**src/rtl/decode_queue_stage_pkg.sv**
```systemverilog
// Shared definitions for the decode queue stage.
// - Exception codes carried with fetched instructions.
// - RS/RT field extraction helpers for MIPS-style instruction words.
// - Packed layout of one queue entry.
package decode_queue_stage_pkg;

  localparam logic [4:0] EXC_INT  = 5'd0;
  localparam logic [4:0] EXC_ADEL = 5'd4;
  localparam logic [4:0] EXC_ADES = 5'd5;
  localparam logic [4:0] EXC_SYS  = 5'd8;
  localparam logic [4:0] EXC_BP   = 5'd9;
  localparam logic [4:0] EXC_RI   = 5'd10;

  // One queue entry. Exception entries are marked filled when they are
  // allocated because no memory response will ever arrive for them.
  typedef struct packed {
    logic [31:0] pc;
    logic        exc;
    logic [4:0]  exccode;
    logic [31:0] inst;
    logic        filled;
  } q_entry_t;

  localparam int ENTRY_W = $bits(q_entry_t);

  function automatic logic [4:0] inst_rs(input logic [31:0] inst);
    return inst[25:21];
  endfunction

  function automatic logic [4:0] inst_rt(input logic [31:0] inst);
    return inst[20:16];
  endfunction

endpackage

```
**src/rtl/decode_queue_stage_inst_queue.sv**
```systemverilog
// inst_queue: in-order storage for fetched instructions.
// Ports: fetch allocate (req_*), instruction response (inst_*), flush_i,
// pop_i from the issue logic, head entry view (head_*) and occupancy.
// Tracks head/tail pointers, the fill target (oldest entry still waiting
// for a response), count and the number of responses to discard.
module inst_queue
  import decode_queue_stage_pkg::*;
#(
  parameter int DEPTH = 4
) (
  input  logic                   clk,
  input  logic                   reset,
  input  logic                   req_valid_i,
  output logic                   req_ready_o,
  input  logic [31:0]            req_pc_i,
  input  logic                   req_exc_i,
  input  logic [4:0]             req_exccode_i,
  input  logic                   inst_data_ok_i,
  input  logic [31:0]            inst_rdata_i,
  input  logic                   flush_i,
  input  logic                   pop_i,
  output logic                   head_ready_o,
  output logic [31:0]            head_pc_o,
  output logic [31:0]            head_inst_o,
  output logic                   head_exc_o,
  output logic [4:0]             head_exccode_o,
  output logic [$clog2(DEPTH):0] count_o
);

  localparam int PW = $clog2(DEPTH);
  localparam int CW = PW + 1;
  localparam int SW = CW + 1;

  q_entry_t          mem_q [DEPTH];
  q_entry_t          mem_d [DEPTH];
  logic [PW-1:0]     head_q, head_d, tail_q, tail_d;
  logic [CW-1:0]     count_q, count_d, discard_q, discard_d;
  logic [PW-1:0]     fill_idx_s, scan_idx_s;
  logic              fill_found_s, fill_now_s, alloc_s, drop_s;
  logic [CW-1:0]     unfilled_s;
  q_entry_t          head_ent_s;

  // Fill pointer: first unfilled entry walking from head; exception entries
  // are already filled so they are skipped naturally.
  always_comb begin
    fill_found_s = 1'b0;
    fill_idx_s   = head_q;
    scan_idx_s   = head_q;
    unfilled_s   = '0;
    for (int k = 0; k < DEPTH; k++) begin
      scan_idx_s = head_q + PW'(k);
      if ((CW'(k) < count_q) && !mem_q[scan_idx_s].filled) begin
        unfilled_s = unfilled_s + CW'(1'b1);
        if (!fill_found_s) begin
          fill_found_s = 1'b1;
          fill_idx_s   = scan_idx_s;
        end else begin
          fill_found_s = 1'b1;
        end
      end else begin
        unfilled_s = unfilled_s;
      end
    end
  end

  assign fill_now_s  = inst_data_ok_i && (discard_q == '0) && fill_found_s;
  // A response consumes either a discard slot or the fill target.
  assign drop_s      = inst_data_ok_i && ((discard_q != '0) || fill_found_s);
  // Every queued-but-unfilled entry and every discard slot is a response
  // still owed by fetch, so both count against capacity.
  assign req_ready_o = !flush_i && ((SW'(count_q) + SW'(discard_q)) < SW'(DEPTH));
  assign alloc_s     = req_valid_i && req_ready_o;

  assign head_ent_s     = mem_q[head_q];
  assign head_ready_o   = (count_q != '0) &&
                          (head_ent_s.filled || (fill_now_s && (fill_idx_s == head_q)));
  assign head_inst_o    = head_ent_s.filled ? head_ent_s.inst : inst_rdata_i;
  assign head_pc_o      = head_ent_s.pc;
  assign head_exc_o     = head_ent_s.exc;
  assign head_exccode_o = head_ent_s.exccode;
  assign count_o        = count_q;

  // Next-state for storage, pointers, occupancy and discard count.
  always_comb begin
    mem_d     = mem_q;
    head_d    = head_q;
    tail_d    = tail_q;
    count_d   = count_q;
    discard_d = discard_q;
    if (flush_i) begin
      head_d    = '0;
      tail_d    = '0;
      count_d   = '0;
      discard_d = discard_q + unfilled_s - CW'(drop_s);
    end else begin
      if (fill_now_s) begin
        mem_d[fill_idx_s].inst   = inst_rdata_i;
        mem_d[fill_idx_s].filled = 1'b1;
      end else if (inst_data_ok_i && (discard_q != '0)) begin
        discard_d = discard_q - CW'(1'b1);
      end else begin
        discard_d = discard_q;
      end
      if (alloc_s) begin
        mem_d[tail_q].pc      = req_pc_i;
        mem_d[tail_q].exc     = req_exc_i;
        mem_d[tail_q].exccode = req_exccode_i;
        mem_d[tail_q].inst    = 32'd0;
        mem_d[tail_q].filled  = req_exc_i;
        tail_d                = tail_q + PW'(1'b1);
      end else begin
        tail_d = tail_q;
      end
      if (pop_i) begin
        head_d = head_q + PW'(1'b1);
      end else begin
        head_d = head_q;
      end
      count_d = count_q + CW'(alloc_s) - CW'(pop_i);
    end
  end

  // Queue state registers.
  always_ff @(posedge clk or posedge reset) begin
    if (reset) begin
      mem_q     <= '{default: '0};
      head_q    <= '0;
      tail_q    <= '0;
      count_q   <= '0;
      discard_q <= '0;
    end else begin
      mem_q     <= mem_d;
      head_q    <= head_d;
      tail_q    <= tail_d;
      count_q   <= count_d;
      discard_q <= discard_d;
    end
  end

endmodule

```
**src/rtl/decode_queue_stage.sv**
```systemverilog
// decode_queue_stage: decode front end between fetch and execute.
// Ports: fetch request/response (req_*, inst_*), flush_i, register file
// read (rf_*), NFWD forwarding sources (fwd_*, index 0 youngest), the
// registered issue interface (valid_o/ready_i, pc_o, inst_o, rdata*_o,
// exc_o, exccode_o), queue occupancy and a forwarding-stall counter.
module decode_queue_stage
  import decode_queue_stage_pkg::*;
#(
  parameter int DEPTH = 4,
  parameter int NFWD  = 3
) (
  input  logic                   clk,
  input  logic                   reset,
  input  logic                   req_valid_i,
  output logic                   req_ready_o,
  input  logic [31:0]            req_pc_i,
  input  logic                   req_exc_i,
  input  logic [4:0]             req_exccode_i,
  input  logic                   inst_data_ok_i,
  input  logic [31:0]            inst_rdata_i,
  input  logic                   flush_i,
  output logic [4:0]             rf_raddr1_o,
  output logic [4:0]             rf_raddr2_o,
  input  logic [31:0]            rf_rdata1_i,
  input  logic [31:0]            rf_rdata2_i,
  input  logic [5*NFWD-1:0]      fwd_addr_i,
  input  logic [32*NFWD-1:0]     fwd_data_i,
  input  logic [NFWD-1:0]        fwd_ok_i,
  output logic                   valid_o,
  input  logic                   ready_i,
  output logic [31:0]            pc_o,
  output logic [31:0]            inst_o,
  output logic [31:0]            rdata1_o,
  output logic [31:0]            rdata2_o,
  output logic                   exc_o,
  output logic [4:0]             exccode_o,
  output logic [$clog2(DEPTH):0] count_o,
  output logic [31:0]            perf_fwd_stall_o
);

  logic        head_ready_s, head_exc_s, stall_s, issue_s;
  logic [31:0] head_pc_s, head_inst_s;
  logic [4:0]  head_exccode_s;
  logic        hit1_s, ok1_s, hit2_s, ok2_s;
  logic [31:0] op1_s, op2_s;

  logic        valid_q, valid_d, exc_q, exc_d;
  logic [31:0] pc_q, pc_d, inst_q, inst_d, rdata1_q, rdata1_d, rdata2_q, rdata2_d;
  logic [31:0] perf_q, perf_d;
  logic [4:0]  exccode_q, exccode_d;

  inst_queue #(.DEPTH(DEPTH)) u_queue (
    .clk            (clk),
    .reset          (reset),
    .req_valid_i    (req_valid_i),
    .req_ready_o    (req_ready_o),
    .req_pc_i       (req_pc_i),
    .req_exc_i      (req_exc_i),
    .req_exccode_i  (req_exccode_i),
    .inst_data_ok_i (inst_data_ok_i),
    .inst_rdata_i   (inst_rdata_i),
    .flush_i        (flush_i),
    .pop_i          (issue_s),
    .head_ready_o   (head_ready_s),
    .head_pc_o      (head_pc_s),
    .head_inst_o    (head_inst_s),
    .head_exc_o     (head_exc_s),
    .head_exccode_o (head_exccode_s),
    .count_o        (count_o)
  );

  assign rf_raddr1_o = inst_rs(head_inst_s);
  assign rf_raddr2_o = inst_rt(head_inst_s);

  // Operand forwarding: scan from oldest to youngest so the lowest
  // matching index is the last to write and therefore wins.
  always_comb begin
    hit1_s = 1'b0;
    ok1_s  = 1'b0;
    op1_s  = rf_rdata1_i;
    hit2_s = 1'b0;
    ok2_s  = 1'b0;
    op2_s  = rf_rdata2_i;
    for (int i = NFWD - 1; i >= 0; i--) begin
      if ((fwd_addr_i[i*5 +: 5] != 5'd0) && (fwd_addr_i[i*5 +: 5] == rf_raddr1_o)) begin
        hit1_s = 1'b1;
        ok1_s  = fwd_ok_i[i];
        op1_s  = fwd_data_i[i*32 +: 32];
      end else begin
        hit1_s = hit1_s;
      end
      if ((fwd_addr_i[i*5 +: 5] != 5'd0) && (fwd_addr_i[i*5 +: 5] == rf_raddr2_o)) begin
        hit2_s = 1'b1;
        ok2_s  = fwd_ok_i[i];
        op2_s  = fwd_data_i[i*32 +: 32];
      end else begin
        hit2_s = hit2_s;
      end
    end
  end

  assign stall_s = !head_exc_s && ((hit1_s && !ok1_s) || (hit2_s && !ok2_s));
  assign issue_s = !flush_i && head_ready_s && !stall_s && (!valid_q || ready_i);

  // Output register and stall counter next-state.
  always_comb begin
    valid_d   = valid_q;
    pc_d      = pc_q;
    inst_d    = inst_q;
    rdata1_d  = rdata1_q;
    rdata2_d  = rdata2_q;
    exc_d     = exc_q;
    exccode_d = exccode_q;
    perf_d    = perf_q;
    if (flush_i) begin
      valid_d = 1'b0;
    end else if (issue_s) begin
      valid_d   = 1'b1;
      pc_d      = head_pc_s;
      inst_d    = head_inst_s;
      rdata1_d  = op1_s;
      rdata2_d  = op2_s;
      exc_d     = head_exc_s;
      exccode_d = head_exccode_s;
    end else if (ready_i) begin
      valid_d = 1'b0;
    end else begin
      valid_d = valid_q;
    end
    if (head_ready_s && stall_s && (perf_q != '1)) begin
      perf_d = perf_q + 32'd1;
    end else begin
      perf_d = perf_q;
    end
  end

  // Issue-side registers.
  always_ff @(posedge clk or posedge reset) begin
    if (reset) begin
      valid_q   <= 1'b0;
      pc_q      <= 32'd0;
      inst_q    <= 32'd0;
      rdata1_q  <= 32'd0;
      rdata2_q  <= 32'd0;
      exc_q     <= 1'b0;
      exccode_q <= 5'd0;
      perf_q    <= 32'd0;
    end else begin
      valid_q   <= valid_d;
      pc_q      <= pc_d;
      inst_q    <= inst_d;
      rdata1_q  <= rdata1_d;
      rdata2_q  <= rdata2_d;
      exc_q     <= exc_d;
      exccode_q <= exccode_d;
      perf_q    <= perf_d;
    end
  end

  assign valid_o          = valid_q;
  assign pc_o             = pc_q;
  assign inst_o           = inst_q;
  assign rdata1_o         = rdata1_q;
  assign rdata2_o         = rdata2_q;
  assign exc_o            = exc_q;
  assign exccode_o        = exccode_q;
  assign perf_fwd_stall_o = perf_q;

endmodule
```
**config.mk**
```make
export PLATFORM = sky130hd
export DESIGN_NAME = decode_queue_stage
export DESIGN_NICKNAME = d
export VERILOG_FILES = /design/src/rtl/decode_queue_stage_pkg.sv /design/src/rtl/decode_queue_stage_inst_queue.sv /design/src/rtl/decode_queue_stage.sv
export SDC_FILE = /design/constraint.sdc
export NUM_CORES = 1
export LEC_CHECK = 0
export CAP_MARGIN = 10
export CORE_MARGIN = 3
export CORE_UTILIZATION = 36
export CTS_BUF_LIST = sky130_fd_sc_hd__clkbuf_16
export CTS_CLUSTER_SIZE = 14
export DETAILED_ROUTE_END_ITERATION = 16
export PLACE_DENSITY_LB_ADDON = 0.12
export SETUP_SLACK_MARGIN = 0.5
export SLEW_MARGIN = 15
export SYNTH_ARGS = -nofsm -noshare
export SYNTH_HDL_FRONTEND = slang
export SYNTH_HIERARCHICAL = 1
export SYNTH_SLANG_ARGS = --single-unit
```
**constraint.sdc**
```tcl
create_clock -name clk -period 9.7 [get_ports clk]
set_input_delay 1.94 -clock clk [delete_from_list [all_inputs] [get_ports clk]]
set_output_delay 1.94 -clock clk [all_outputs]
set_load 0.02 [all_outputs]
```
Word level (Yosys, flattened, before mapping) --
Index checks and enable logic that the tools add are counted.
Word-level totals: bits in registers 461, output and inout bits 181, input bits 254, word-level logic and storage cells 209
Cells by class: bitwise gates (word level) 7, reduce and logical (&&, ||, !) cells 54, add/subtract/negate cells 14, muxes and demuxes 80, eq/ne operators 9, $lt $le $gt $ge 13
Operators by type and width (number):
- $bwmux W284 | 7
- $demux W71 S2 | 7
- $mux W284 | 3
- $bmux W71 S2 | 4
- $mux W32 | 7
- $mux W71 | 3
- $mux W33 | 2
- $mux W39 | 1
- $mux W38 | 1
- $add A32 B1 Y32 const B | 1
- $ne A32 B32 Y1 const B | 1
- $eq A5 B5 Y1 | 6
- $logic_and A1 B1 Y1 | 28
- $mux W1 | 28
- $mux W3 | 7
- $mux W2 | 10
- $ge A3 B3 Y1 const B | 6
- $not A2 Y3 | 6
- $reduce_bool A5 Y1 | 3
- $logic_not A1 Y1 | 10
- $reduce_bool A3 Y1 | 3
- $add A3 B1 Y3 const B | 2
- $lt A1 B3 Y1 const A | 2
- $lt A2 B3 Y1 const A | 2
- 17 further kinds | 27

Longest topological paths before layout --
depth in word-level cells 28, depth in mapped cells 23, gate-level depth less buffers 20

Cells and area by module --
The synthesis kept the hierarchy.
Modules (own cells, without submodules):
- inst_queue | cells each 1194, times used 1, seq. area each 7357.1 µm², area each 14511.4 µm²
- decode_queue_stage | cells each 949, times used 1, seq. area each 4179.0 µm², area each 8545.7 µm²

Worst setup path before layout --
OpenSTA, ideal clock, no wires.
path kind reg2reg, from reg u_queue.head_q[0], to reg u_queue.count_q[2], in the netlist u_queue/count_o[2], arrival time 5.135 ns, setup slack 4.434 ns, required time 9.570 ns, library setup time 0.130 ns, stages on the path, launching flop included 21, path through dfrtp_1 -> buf_4 -> buf_1 -> buf_1 -> mux4_2 -> mux2_2 -> xor2_1 -> or4_1 -> and4b_1 -> a31oi_4 -> nand3_1 -> buf_4 -> inv_2 -> buf_2 -> ha_1 -> inv_1 -> ha_1 -> inv_1 -> fa_1 -> xnor2_1 -> nor2_1
RTL lines:
- start: declaration | RTL line decode_queue_stage_inst_queue.sv:36 | logic [PW-1:0] head_q, head_d, tail_q, tail_d;
- start signal: assignment | RTL line decode_queue_stage_inst_queue.sv:127 | head_q <= '0;
- start signal: assignment | RTL line decode_queue_stage_inst_queue.sv:133 | head_q <= head_d;
- $not A2 Y3 (implied by the code) (*) | RTL line decode_queue_stage_inst_queue.sv:74 | assign head_ent_s = mem_q[head_q];
- $bmux W71 S2 (*) | RTL line decode_queue_stage_inst_queue.sv:74
- $mux W71 (implied by the code) (*) | RTL line decode_queue_stage_inst_queue.sv:52 | if ((CW'(k) < count_q) && !mem_q[scan_idx_s].filled) begin
- $mux W71 (implied by the code) (*) | RTL line decode_queue_stage_inst_queue.sv:74
- $mux W32 (*) | RTL line decode_queue_stage_inst_queue.sv:77 | assign head_inst_o = head_ent_s.filled ? head_ent_s.inst : inst_rdata_i;
- net rf_raddr1_o[1] | RTL line decode_queue_stage.sv:22 | output logic [4:0] rf_raddr1_o,
- $eq A5 B5 Y1 | RTL line decode_queue_stage.sv:85 | if ((fwd_addr_i[i*5 +: 5] != 5'd0) && (fwd_addr_i[i*5 +: 5] == rf_raddr1_o)) begin
- $logic_and A1 B1 Y1 | RTL line decode_queue_stage.sv:85
- [... 5 more ...]
- $logic_or A1 B1 Y1 (*) | RTL line decode_queue_stage.sv:102 | assign stall_s = !head_exc_s && ((hit1_s && !ok1_s) || (hit2_s && !ok2_s));
- $logic_and A1 B1 Y1 (*) | RTL line decode_queue_stage.sv:102
- $logic_not A1 Y1 (*) | RTL line decode_queue_stage.sv:103 | assign issue_s = !flush_i && head_ready_s && !stall_s && (!valid_q || ready_i);
- $logic_and A1 B1 Y1 (*) (2 in series) | RTL line decode_queue_stage.sv:103
- net issue_s | RTL line decode_queue_stage.sv:41 | logic head_ready_s, head_exc_s, stall_s, issue_s;
- $sub A3 B1 Y3 (*) | RTL line decode_queue_stage_inst_queue.sv:119 | count_d = count_q + CW'(alloc_s) - CW'(pop_i);
- $mux W3 (*) | RTL line decode_queue_stage_inst_queue.sv:90 | if (flush_i) begin
- net u_queue.count_d[2] | RTL line decode_queue_stage_inst_queue.sv:37 | logic [CW-1:0] count_q, count_d, discard_q, discard_d;
- end signal: assignment | RTL line decode_queue_stage_inst_queue.sv:135 | count_q <= count_d;
- end: declaration | RTL line decode_queue_stage_inst_queue.sv:37
The timed path passes the listed nets; every way through them passes the cells marked *. The select of a mux whose other input is x is not followed. A chain may end at the register's enable or synchronous reset.

Worst setup path after layout --
from reg u_queue.head_q[1], to reg rdata1_q[18], in the netlist rdata1_o[18]
On the way: cells in the longest elaborated chain, start to end 21
RTL lines:
- parallel branches: the longest is 21 deep, another holds $add A2 B1 Y2
- end signal: assignment | RTL line decode_queue_stage.sv:152 | rdata1_q <= rdata1_d;
- end: declaration | RTL line decode_queue_stage.sv:48 | logic [31:0] pc_q, pc_d, inst_q, inst_d, rdata1_q, rdata1_d, rdata2_q, rdata2_d;
Several ways; the timed one is not identified. The select of a mux whose other input is x is not followed.

==> results.ini <==
[logic_synthesis]
syn_area_per_cell_sq_um=10.8
ys_ff_latch=461
syn_area_sq_um=23100
synth_top_area_share_pct=50.0
synth-edff-count=0
yosysMostFrequentCell=nand2_1
synthCells=2143
ys.flop_type=dfrtp_1
synth-async-reset-ratio_pct=100
synth_cell_type_count=65
synthesis.yosys.warnings=6
synth_area_leaders=dfrtp_1, mux2_2, nand2_1, mux4_2, nand4_1
synthTopCellsByCount=nand2_1, dfrtp_1, mux2_2
syn_nets=2418
ys_seq_area_share_pct=50.0
synth_area_leader_cell=dfrtp_1

[power_and_ir_drop]
cellPowerDensity_nw_per_um2=269
p_comb_share_pct=37.7
clock_power_share_pct=26.3
sw_frac_of_total_pct=35.4
p_leak_nw=12.6
ir_drop_mv=0.156
seq_power_share_pct=35.9
internal_power_mw=5.20
p_sw_mw=2.85

[route]
first_pass_iters=5
totalWireLength_mm=78.3
initialDrtViolationCount=1204
num_vias=18400
wl_per_cell_um=23.1
drt.antenna.violating_nets=0
drc_errors=0
viasPerCell=5.42

[global_route]
grt_max_degree=171
grt_usage_pct=22.9
antenna_found_initial=19
first_global_vias=19100
grt_pass1_wl_mm=119
grt_overflow_total=0

[setup_path]
timing.rr.start=u_queue/head_q[1]$_DFFE_PP0P_
slowest_stage=dfrtp_4
reg2reg_to=rdata1_o[18]$_DFFE_PP0P_
critPathMaxStageDelay_ps=1000
worstPathArrival_ps=6990
cp_cell_sequence=buf_4 > mux4_2 > mux2_2 > xnor2_1 > and4_2 > buf_4 > o21ai_0 > o31a_1 > nand3_4 > buf_4 > buf_4 > o21ai_0
endpoint_kind=flop
cp_max_fo=109
rr_worst_depth=12
worstSetupPathType=flop to flop
cp-start-kind=flop
r2r_setup_slack_ps=3140
cp_common_cell=buf_4
cp.required_ps=10140

[floorplan]
rows=92
die-area_sq_um=67100
core_region_area_sq_um=63200
start_util_pct=36.5
die_w_um=259
die_y_um=259
ioPinCount=435

[placed_design]
dp_cells=3283
dp_hpwl_mm=50.9
gp_congestion=0.910
place_ws_ps=2550
io_buffers=434

[worst_hold_path]
worstHoldPathCells=2
worstHoldEndpoint=inst_o[15]$_DFFE_PP0P_
hold_start=inst_o[15]$_DFFE_PP0P_
hold_class=flop to flop

[finish]
post-route-util_pct=47.4
fin_cells=3395
multi_input_area_sq_um=10800
seq_area_sq_um=11500
fillers=5802
area_growth_pct=29.8
final_nets=2768
drive_gt1_share_pct=15.7

[clock_network]
root_buffer=clkbuf_16
numCtsBuffers=54
cts_resized=0
htreeDepth=2
cts_setup_buffers=0
clock_path_buffers=3
clkSlewWorstSetupHoldPaths_ps=60
cts_tree=yes
cts.sinks=461
clk_latency_ps=620
cts_hold_buffers=0

[timing]
rsz0062_at_grt=false
tightest_slew_ps=1080
max_freq_mhz=153
finalSetupViolations=0
skew_ps=23.7
period_needed_ps=6560
period_share_pct=67.6
slew_violations=0
worst_slack_ps=3140
tns_ps=0
relSlewSlack_pct=27.7
timing.final.hold_violations=0

[outcome]
status=completed

[flow_run]
drv_cap=0

==> cell type report <==
class	instances	area share, %
repair buffers	461	15.2
clock buffers	55	4.60
inverters	27	0.380
flip-flops and latches	461	38.6
clock inverters	46	1.56
well taps	846	3.54
multi-input cells	1488	36.0
diodes	11	0.0920
==> worst max-delay path by stage <==
stage / endpoint / startpoint / slack, ps / cells after the start
after floorplan: exc_o$_DFFE_PP0P_ / reset / 3240 / 1
after global placement: rdata2_o[31]$_DFFE_PP0P_ / inst_rdata_i[25] / 2680 / 12
after detailed placement: rdata1_o[28]$_DFFE_PP0P_ / inst_rdata_i[25] / 2550 / 12
after CTS: rdata1_o[18]$_DFFE_PP0P_ / u_queue/head_q[1]$_DFFE_PP0P_ / 3030 / 11
after global routing: rdata1_o[28]$_DFFE_PP0P_ / u_queue/head_q[1]$_DFFE_PP0P_ / 2590 / 12
final: rdata1_o[18]$_DFFE_PP0P_ / u_queue/head_q[1]$_DFFE_PP0P_ / 3140 / 12
==> metal layers <==
metal  GRT usage (%)  wire length, um
met1            30.4            33500
met2            36.9            37300
met4            8.17             2300
met5               0               97
met3            5.01             5070
==> power groups by stage <==
stage | registers [mW] | logic [mW] | clock network [mW]
after global routing | 2.97 | 3.30 | 2.25
after detailed placement | 2.92 | 3.06 | 0
after CTS | 2.89 | 3.07 | 2.17
final | 2.89 | 3.04 | 2.12
after global placement | 2.89 | 3.01 | 0
after floorplan | 3.10 | 1.65 | 0
==> worst max-delay path: cells and delay by family (launching register included) <==
kind	cells	cell delay, ps
buffers and inverters	4	2660
and+or+nand+nor	2	1110
DFF	1	1000
muxes	2	760
AOI/OAI and AO/OA	3	570
xor gates and xnor gates	1	160
==> metrics by stage <==
stage	power [mW]	hold slack (ps)	area, sq um
floorplan	4.75	474	23100
global placement	5.90	459	28100
detailed placement	5.98	461	28100
CTS	8.14	477	29900
global route	8.52	488	29900
finish	8.05	471	29900
==> placed cells by master, fill, tap and decap left out, drive strengths merged, types with 2 or more instances in the layout <==
cell type / n
o221ai: 32
o22ai: 4
xnor2: 54
o21ai: 202
a22o: 2
or4: 5
nand2: 467
a211oi: 33
mux4: 74
nor4: 5
buf: 27
and3: 11
inv: 37
nor3: 6
nor2b: 3
nor3b: 2
xor2: 20
nand3: 24
clkinv: 22
a21oi: 36
diode: 11
a31oi: 9
dfrtp: 461
clkdlybuf4s50: 434
and2: 5
nand4: 138
mux2i: 67
mux2: 185
clkinvlp: 5
and4: 3
fa: 2
bufinv: 9
nor2: 57
clkbuf: 55
nand2b: 3
ha: 19
==> registers in the layout, summed over array words and instances (netlist names) <==
register,flops
perf_fwd_stall_o,32
u_queue/tail_q,2
inst_o,32
pc_o,32
u_queue/head_q,2
valid_o,1
rdata1_o,32
exccode_o,5
u_queue/mem_q,284
u_queue/discard_q,3
u_queue/count_o,3
rdata2_o,32
exc_o,1
==> logic make-up after synthesis <==
| family | after synthesis | share of synthesized area [%] |
|---|---|---|
| mux | 326 | 19.2 |
| xor+xnor | 74 | 2.84 |
| compound gates | 333 | 8.69 |
| fa+ha+maj | 21 | 1.20 |
| simple gates | 734 | 14.3 |
| buf+inv | 194 | 3.74 |
| flops | 461 | 50.0 |
Power figures use the tool's default switching activity.
